$ cat config.mk
export PLATFORM = sky130hd
export DESIGN_NAME = dp_issue_sched
export DESIGN_NICKNAME = d
export VERILOG_FILES = /design/src/rtl/dp_issue_sched.sv
export SDC_FILE = /design/constraint.sdc
export NUM_CORES = 1
export LEC_CHECK = 0
export ABC_AREA = 1
export CAP_MARGIN = 20
export CORE_UTILIZATION = 30
export CTS_CLUSTER_DIAMETER = 100
export DETAILED_ROUTE_END_ITERATION = 10
export HOLD_SLACK_MARGIN = 0.08
export PLACE_DENSITY = 0.56
export SYNTH_ARGS = -nofsm -noshare
export SYNTH_HDL_FRONTEND = slang
export SYNTH_SLANG_ARGS = --single-unit
$ cat constraint.sdc
create_clock -name clk -period 4.4 [get_ports clk]
set_clock_uncertainty 0.15 [all_clocks]
set_input_delay 0.66 -clock clk [delete_from_list [all_inputs] [get_ports clk]]
set_output_delay 0.66 -clock clk [all_outputs]
set_load 0.01 [all_outputs]
$ cat src/rtl/dp_issue_sched.sv
// dp_issue_sched
// Round-robin issue scheduler in front of a fixed-latency, non-stallable
// single-bit register datapath. Each cycle it grants at most one eligible
// requester and drives that requester's operand onto the datapath input. A
// tag shift register, LAT+1 stages deep, moves in lock-step with the
// datapath, so the owner of each result is known when the result emerges.
//
// Ports:
//   clk        rising-edge clock
//   rst_n      asynchronous active-low reset
//   req        level request per requester
//   req_data   operand bit per requester, sampled at that requester's grant edge
//   hold       blocks new grants; in-flight items still drain
//   grant      one-hot (or zero) grant pulse
//   dp_in      datapath input bit
//   dp_out     datapath output bit
//   rsp_valid  one-hot (or zero) completion pulse
//   rsp_data   result bit, qualified by rsp_valid
//   inflight   number of requesters with an outstanding item
//   drained    1 when inflight is zero
module dp_issue_sched #(
   parameter int NREQ = 3,
   parameter int LAT  = 4,
   localparam int TAGW = ($clog2(NREQ) < 1) ? 1 : $clog2(NREQ),
   localparam int CNTW = $clog2(NREQ + 1)
) (
   input  logic            clk,
   input  logic            rst_n,
   input  logic [NREQ-1:0] req,
   input  logic [NREQ-1:0] req_data,
   input  logic            hold,
   output logic [NREQ-1:0] grant,
   output logic            dp_in,
   input  logic            dp_out,
   output logic [NREQ-1:0] rsp_valid,
   output logic            rsp_data,
   output logic [CNTW-1:0] inflight,
   output logic            drained
);

   // Expand a requester index into a one-hot vector.
   function automatic logic [NREQ-1:0] onehot_f(input logic [TAGW-1:0] idx);
      logic [NREQ-1:0] v;
      v = {NREQ{1'b0}};
      for (int i = 0; i < NREQ; i++) begin
         if (idx == TAGW'(i)) begin
            v[i] = 1'b1;
         end
      end
      return v;
   endfunction

   // Count the set bits of a requester vector.
   function automatic logic [CNTW-1:0] popcount_f(input logic [NREQ-1:0] v);
      logic [CNTW-1:0] c;
      c = {CNTW{1'b0}};
      for (int i = 0; i < NREQ; i++) begin
         c = c + CNTW'(v[i]);
      end
      return c;
   endfunction

   logic [NREQ-1:0]           pend_r;
   logic [TAGW-1:0]           ptr_r;
   logic [LAT:0]              tag_vld_r;
   logic [LAT:0][TAGW-1:0]    tag_r;

   logic [NREQ-1:0]           elig_s;
   logic [TAGW:0]             idx_s;
   logic                      found_s;
   logic [TAGW-1:0]           win_s;
   logic [TAGW-1:0]           ptr_nx_s;
   logic                      cmp_vld_s;
   logic [TAGW-1:0]           cmp_tag_s;
   logic [NREQ-1:0]           pend_nx_s;
   logic [NREQ-1:0]           grant_nx_s;
   logic                      dp_in_nx_s;
   logic [NREQ-1:0]           rsp_nx_s;
   logic                      rsp_data_nx_s;

   // Round-robin search: first eligible requester at or above ptr, with wrap.
   // idx_s carries one extra bit so ptr+offset never overflows before the wrap.
   always_comb begin
      elig_s  = req & ~pend_r & {NREQ{~hold}};
      found_s = 1'b0;
      win_s   = {TAGW{1'b0}};
      idx_s   = {(TAGW+1){1'b0}};
      for (int o = 0; o < NREQ; o++) begin
         idx_s = {1'b0, ptr_r} + (TAGW+1)'(o);
         if (idx_s >= (TAGW+1)'(NREQ)) begin
            idx_s = idx_s - (TAGW+1)'(NREQ);
         end else begin
            idx_s = idx_s;
         end
         if (!found_s && elig_s[idx_s[TAGW-1:0]]) begin
            found_s = 1'b1;
            win_s   = idx_s[TAGW-1:0];
         end else begin
            found_s = found_s;
         end
      end
   end

   // Next-state values for pointer, pending set and all registered outputs.
   // A grant and a completion on the same edge always belong to different
   // requesters, because a granted requester must not be pending.
   always_comb begin
      cmp_vld_s = tag_vld_r[LAT];
      cmp_tag_s = tag_r[LAT];
      pend_nx_s = pend_r;
      if (cmp_vld_s) begin
         pend_nx_s = pend_nx_s & ~onehot_f(cmp_tag_s);
      end else begin
         pend_nx_s = pend_nx_s;
      end
      if (found_s) begin
         pend_nx_s  = pend_nx_s | onehot_f(win_s);
         grant_nx_s = onehot_f(win_s);
         dp_in_nx_s = req_data[win_s];
         if (win_s == TAGW'(NREQ - 1)) begin
            ptr_nx_s = {TAGW{1'b0}};
         end else begin
            ptr_nx_s = win_s + TAGW'(1);
         end
      end else begin
         grant_nx_s = {NREQ{1'b0}};
         dp_in_nx_s = 1'b0;
         ptr_nx_s   = ptr_r;
      end
      if (cmp_vld_s) begin
         rsp_nx_s      = onehot_f(cmp_tag_s);
         rsp_data_nx_s = dp_out;
      end else begin
         rsp_nx_s      = {NREQ{1'b0}};
         rsp_data_nx_s = 1'b0;
      end
   end

   // State and output registers; the tag pipe shifts every cycle, matching the datapath.
   always_ff @(posedge clk or negedge rst_n) begin
      if (!rst_n) begin
         pend_r    <= {NREQ{1'b0}};
         ptr_r     <= {TAGW{1'b0}};
         tag_vld_r <= {(LAT+1){1'b0}};
         tag_r     <= {((LAT+1)*TAGW){1'b0}};
         grant     <= {NREQ{1'b0}};
         dp_in     <= 1'b0;
         rsp_valid <= {NREQ{1'b0}};
         rsp_data  <= 1'b0;
         inflight  <= {CNTW{1'b0}};
         drained   <= 1'b1;
      end else begin
         pend_r    <= pend_nx_s;
         ptr_r     <= ptr_nx_s;
         tag_vld_r <= {tag_vld_r[LAT-1:0], found_s};
         tag_r     <= {tag_r[LAT-1:0], win_s};
         grant     <= grant_nx_s;
         dp_in     <= dp_in_nx_s;
         rsp_valid <= rsp_nx_s;
         rsp_data  <= rsp_data_nx_s;
         inflight  <= popcount_f(pend_nx_s);
         drained   <= (popcount_f(pend_nx_s) == {CNTW{1'b0}});
      end
   end

endmodule

Yosys cells after proc, flatten, opt, wreduce, memory -nomap -nowiden
Index checks and enable logic that the tools add are counted.
{ "totals": {"register_bits": 31, "in_bits": 10, "out_inout_bits": 11} }
{ "op_classes": {"addsub": 8, "n_lt_le_gt_ge": 7, "n_eq_ne": 4, "mux": 36, "n_bitwise": 7, "reduce_logical": 7} }
{ "op_table": {"columns": ["op", "count"], "rows": [
  ["two-way mux 1 bit", 21],
  ["two-way mux 2 bit", 7],
  ["less-than comparator 2 x 3 -> 1 bit (second input constant)", 4],
  ["two-way mux 3 bit", 4],
  ["AND 3 bit", 3],
  ["binary-select mux 1 bit (select 2 bit)", 4],
  ["greater-or-equal comparator 3 x 2 -> 1 bit (second input constant)", 2],
  ["zero test 2 bit", 3],
  ["inverter 3 bit", 2],
  ["subtractor 2 bit (second input constant)", 3],
  ["equality test 2 x 1 -> 1 bit (second input constant)", 2],
  ["equality test 2 bit (second input constant)", 2],
  ["adder 2 x 1 -> 3 bit (second input constant)", 1],
  ["adder 2 x 2 -> 3 bit (second input constant)", 1],
  ["bitwise OR 3 bit", 1],
  ["adder 1 x 1 -> 2 bit", 1],
  ["adder 2 x 1 -> 2 bit", 1],
  ["adder 2 x 1 -> 2 bit (second input constant)", 1],
  ["greater-or-equal comparator 2 bit (second input constant)", 1],
  ["logical AND 1 bit", 2],
  ["zero test 1 bit", 2],
  ["inverter 1 bit", 1]
]} }

Depth between registers and ports, before layout
{ "logic_depth": {"ltp_word": 20, "ltp_mapped": 13, "mapped_depth_nobuf": 13} }

Worst setup path after synthesis
Ideal clock, no wire load.
{ "synth_timing": {"path_type": "register to register", "from": "register ptr_r[0]", "to": "register drained", "setup_ns": 0.075, "arrival_time_ns": 2.078, "required_ns": 4.175, "setup_slack_ns": 2.097, "stages_incl_launch_ff": 12, "path_cell_list": "dfrtp_1 -> inv_1 -> ha_1 -> inv_2 -> nand3_1 -> nand2_1 -> a21oi_4 -> nand4_1 -> nand2_2 -> o21ai_1 -> fa_1 -> nor2_1"} }
{ "synth_between": {"elab_chain_len": 19, "elab_cells_between_ends": 41, "classes_between": "add/sub (7); order compare (3); eq/ne (2); mux (22); bitwise (1); reduce/logical (6)"} }
{ "synth_rtl": {"columns": ["item", "line", "rtl"], "rows": [
  ["start, declared", "64", "logic [TAGW-1:0] ptr_r;"],
  ["start signal, assigned", "143", "ptr_r <= {TAGW{1'b0}};"],
  ["start signal, assigned", "154", "ptr_r <= ptr_nx_s;"],
  ["branches (longest 10 deep; another with adder 2 x 1 -> 3 bit)", null, null],
  ["two-way mux 2 bit (*)", "95", "if (!found_s && elig_s[idx_s[TAGW-1:0]]) begin"],
  ["named net win_s[1]", "71", "logic [TAGW-1:0] win_s;"],
  ["zero test 2 bit (*)", "46", "if (idx == TAGW'(i)) begin"],
  ["two-way mux 1 bit (*)", "46", null],
  ["two-way mux 1 bit (*)", "116", "if (found_s) begin"],
  ["bitwise OR 3 bit (*)", "117", "pend_nx_s = pend_nx_s | onehot_f(win_s);"],
  ["two-way mux 3 bit (*)", "116", null],
  ["named net pend_nx_s[0]", "75", "logic [NREQ-1:0] pend_nx_s;"],
  ["adder 1 x 1 -> 2 bit (*)", "58", "c = c + CNTW'(v[i]);"],
  ["adder 2 x 1 -> 2 bit (*)", "58", null],
  ["zero test 2 bit (*)", "162", "drained <= (popcount_f(pend_nx_s) == {CNTW{1'b0}});"],
  ["end signal, assigned", "162", null],
  ["end, declared", "38", "output logic drained"]
]} }
Mark *: on every way through the listed nets, which the timed path passes. The select of a mux whose other input is x is not followed.
A chain may end at the register's enable or synchronous reset.

Worst setup path after layout
{ "layout_timing": {"from": "input port hold", "to": "register drained"} }
{ "layout_between": {"elab_chain_len": 19, "elab_cells_between_ends": 32, "classes_between": "add/sub (2); eq/ne (2); mux (19); bitwise (3); reduce/logical (6)"} }
{ "layout_rtl": {"columns": ["item", "line", "rtl"], "rows": [
  ["start, declared", "31", "input logic hold,"],
  ["inverter 1 bit (*)", "84", "elig_s = req & ~pend_r & {NREQ{~hold}};"],
  ["AND 3 bit (*)", "84", null],
  ["binary-select mux 1 bit (select 2 bit)", "95", null],
  ["two-way mux 1 bit (not written as such)", "95", null],
  ["two-way mux 1 bit", "95", null],
  ["zero test 1 bit", "95", null],
  ["logical AND 1 bit", "95", null],
  ["two-way mux 1 bit", "95", null],
  ["[... 4 more ...]", null, null],
  ["two-way mux 1 bit", "46", null],
  ["two-way mux 1 bit", "116", null],
  ["bitwise OR 3 bit", "117", null],
  ["two-way mux 3 bit (*)", "116", null],
  ["named net pend_nx_s[0]", "75", null],
  ["adder 1 x 1 -> 2 bit (*)", "58", null],
  ["adder 2 x 1 -> 2 bit (*)", "58", null],
  ["zero test 2 bit (*)", "162", null]
]} }
The timed path passes the listed nets; every way through them passes the cells marked *. The select of a mux whose other input is x is not followed.

==> results.toml <==
[run_status]
status = "completed"

[sta]
slew_headroom = 0.7576
fmax_mhz = 368.1
hold_viol = 0
rsz0062_at_grt = "no"
fin_crit_sh = 0.6174
holdWs_ns = 0.1889
final-setup-viol-count = 0
tightestPinTransition_ns = 0.3636
period_needed_ns = 2.717
tns_ns = 0
layout_setup_ws_ns = 1.683
final_max_slew_viol_count = 0

[setup_path]
criticalPathCategory = "in2reg"
arrival_ns = 2.78
start_kind = "primary input"
cp_data_required_time_ns = 4.46
end_kind = "flop"
path_max_fanout = 5

[placed_design]
portBuffers = 20
pre_cts_slack_ns = 1.401
dpl.hpwl_mm = 1.525
place_area_um2 = 1500
place_congestion = 0.8239

[layout]
fin_nets = 147
antenna_cells = 0
fillers = 357
drive_gt1_frac = 0.2164
fin_area_um2 = 1618
syn_to_final_growth_pct = 31.27

[yosys]
synth_edf_count = 0
yosysTopAreaCell = "dfrtp_1"
ys_types = 24
ys_ff_latch = 31
syn_inst = 105
yosysWarnings = 0
synth_area_um2 = 1232
synth_nets = 119
synth_ff_type = "dfrtp_1"
synth_area_leaders = "dfrtp_1 61%, nand2_1 5.8%, nand3_2 4.1%, ha_1 3.0%, nand3_1 2.8%"
avgSynthCellArea_um2 = 11.74
yosysMostFrequentCell = "dfrtp_1"
seq_area_frac_synth = 0.6305
synth_common_cells = "30 x dfrtp_1, 19 x nand2_1, 8 x inv_1"
yosysTopAreaCellShare = 0.6091
async_reset_ff_frac = 1.000

[power_and_ir_drop]
power.density_nw_per_um2 = 667.0
leakage_uw = 0.0007923
peakVddDrop_uv = 156.4
fin_total_pwr_uw = 1079

[detailed_routing]
wl_per_cell_um = 11.45
dr.pass1.iters = 4
viasPerCell = 4.456
vias = 811
drt_iter0_drc = 19
route.detailed.drc = 0
finalWirelength_mm = 2.084
ant_nets = 0

[die]
core_area_um2 = 3799
start_util = 0.3244
dieWidth_um = 66.10
rows = 22
pin_count = 21
dieArea_um2 = 4369
die_h_um = 66.10

[clock_network]
cts.sinks = 31
clk_pin_slew_ns = 0.07
hold_buffers = 0
cts_tree = "built"
clock_latency_ns = 0.28
cts_root_buf = "clkbuf_8"
cts_buffers = 5
htree_levels = 2
clockBufferDepth = 2
cts_setup_buffers = 0
cts_resized = 0

[global_route]
overflow = 0
grt_pass1_vias = 772
grt_max_degree = 32
grt_pass1_wl_mm = 3.539
grt_antenna_before_repair = 0
grt_usage = 0.1118

[worst_hold_path]
hp-class = "reg2reg"

[run]
max_cap_viol_count = 0
-- cells by family (layout without fill, tap and decap cells) --
| family | Yosys count | count (layout) | synth area share |
|---|---|---|---|
| flops | 31 | 31 | 0.6305 |
| simple gates | 48 | 48 | 0.2193 |
| buf+inv | 12 | 41 | 0.03655 |
| compound gates | 10 | 10 | 0.06701 |
| fa+ha+maj | 4 | 4 | 0.04670 |
-- sequential cells by signal, summed over array words and instances (netlist names) --
register / flops
tag_r: 8
tag_vld_r: 5
grant: 3
pend_r: 3
rsp_valid: 3
cmp_tag_s: 2
inflight: 2
ptr_r: 2
dp_in: 1
drained: 1
rsp_data: 1
-- final cells by class --
class	instances	area [µm²]	area share
Sequential cell	31	777.0	0.4803
Multi-Input combinational cell	62	410.4	0.2537
Timing Repair Buffer	21	207.7	0.1284
Clock buffer	6	82.58	0.05104
Tap cell	48	60.06	0.03712
Inverter	12	45.04	0.02784
Clock inverter	2	35.03	0.02166
-- stage by stage --
stage	cells	utilization
floorplan	105	-
global placement	174	0.3949
detailed placement	174	0.3949
CTS	182	0.4259
global route	182	0.4259
finish	182	0.4259
-- final timing paths --
check | to | cells past startpoint | from | slack [ns]
setup / recovery | drained | 10 | hold | 1.68
hold / removal | tag_vld_r[2] | 0 | tag_vld_r[1] | 0.19
setup reg to reg | drained | 11 | ptr_r[0] | 1.85
hold reg to reg | tag_vld_r[2] | 0 | tag_vld_r[1] | 0.19
max in group asynchronous | drained | 2 | rst_n | 3.17
min in group asynchronous | rsp_data | 2 | rst_n | 0.62
-- worst max-delay path, stage by stage --
cell,delay [ns]
clkdlybuf4s50_1,0.47
nor2_2,0.21
nand3_2,0.11
nand3_2,0.10
nand2_4,0.09
a21boi_4,0.24
nand3_2,0.13
o21ai_1,0.22
fa_1,0.44
nor2_1,0.10
-- layout by cell type (no fill, tap or decap) --
cell type,n
nand2_1,19
nand2_4,1
o22ai_1,1
fa_1,1
clkbuf_8,6
bufinv_16,1
clkinv_2,1
o21ai_1,3
nand3_1,7
a21boi_4,1
dfstp_2,1
nand3_2,5
o21ai_0,2
clkinv_1,1
inv_2,3
nand3b_4,1
nor2_2,3
dfrtp_1,30
inv_1,8
o21ai_2,1
nand2_2,2
a21oi_4,1
clkdlybuf4s50_1,20
buf_4,1
nand4_1,2
nor2_1,7
nand4_2,1
ha_1,3
o211ai_1,1
-- per-layer routing --
layer	share of wire	wire length, µm	GRT usage	up-vias
li1	-	-	-	391
met1	0.45	939	0.1400	380
met2	0.46	952	0.1645	34
met3	0.072	150	0.05517	6
met4	0.020	42	0.04255	0
met5	0	0	0	-
-- power by group --
| part | internal [µW] | switching (µW) | leakage [µW] |
|---|---|---|---|
| sequential | 380 | 35.7 | 0.000396 |
| clock | 183 | 99.9 | 0.0000612 |
| combinational | 158 | 223 | 0.000335 |
| total | 721 | 358 | 0.000792 |
Note: power is estimated with default switching activity, not from simulation.
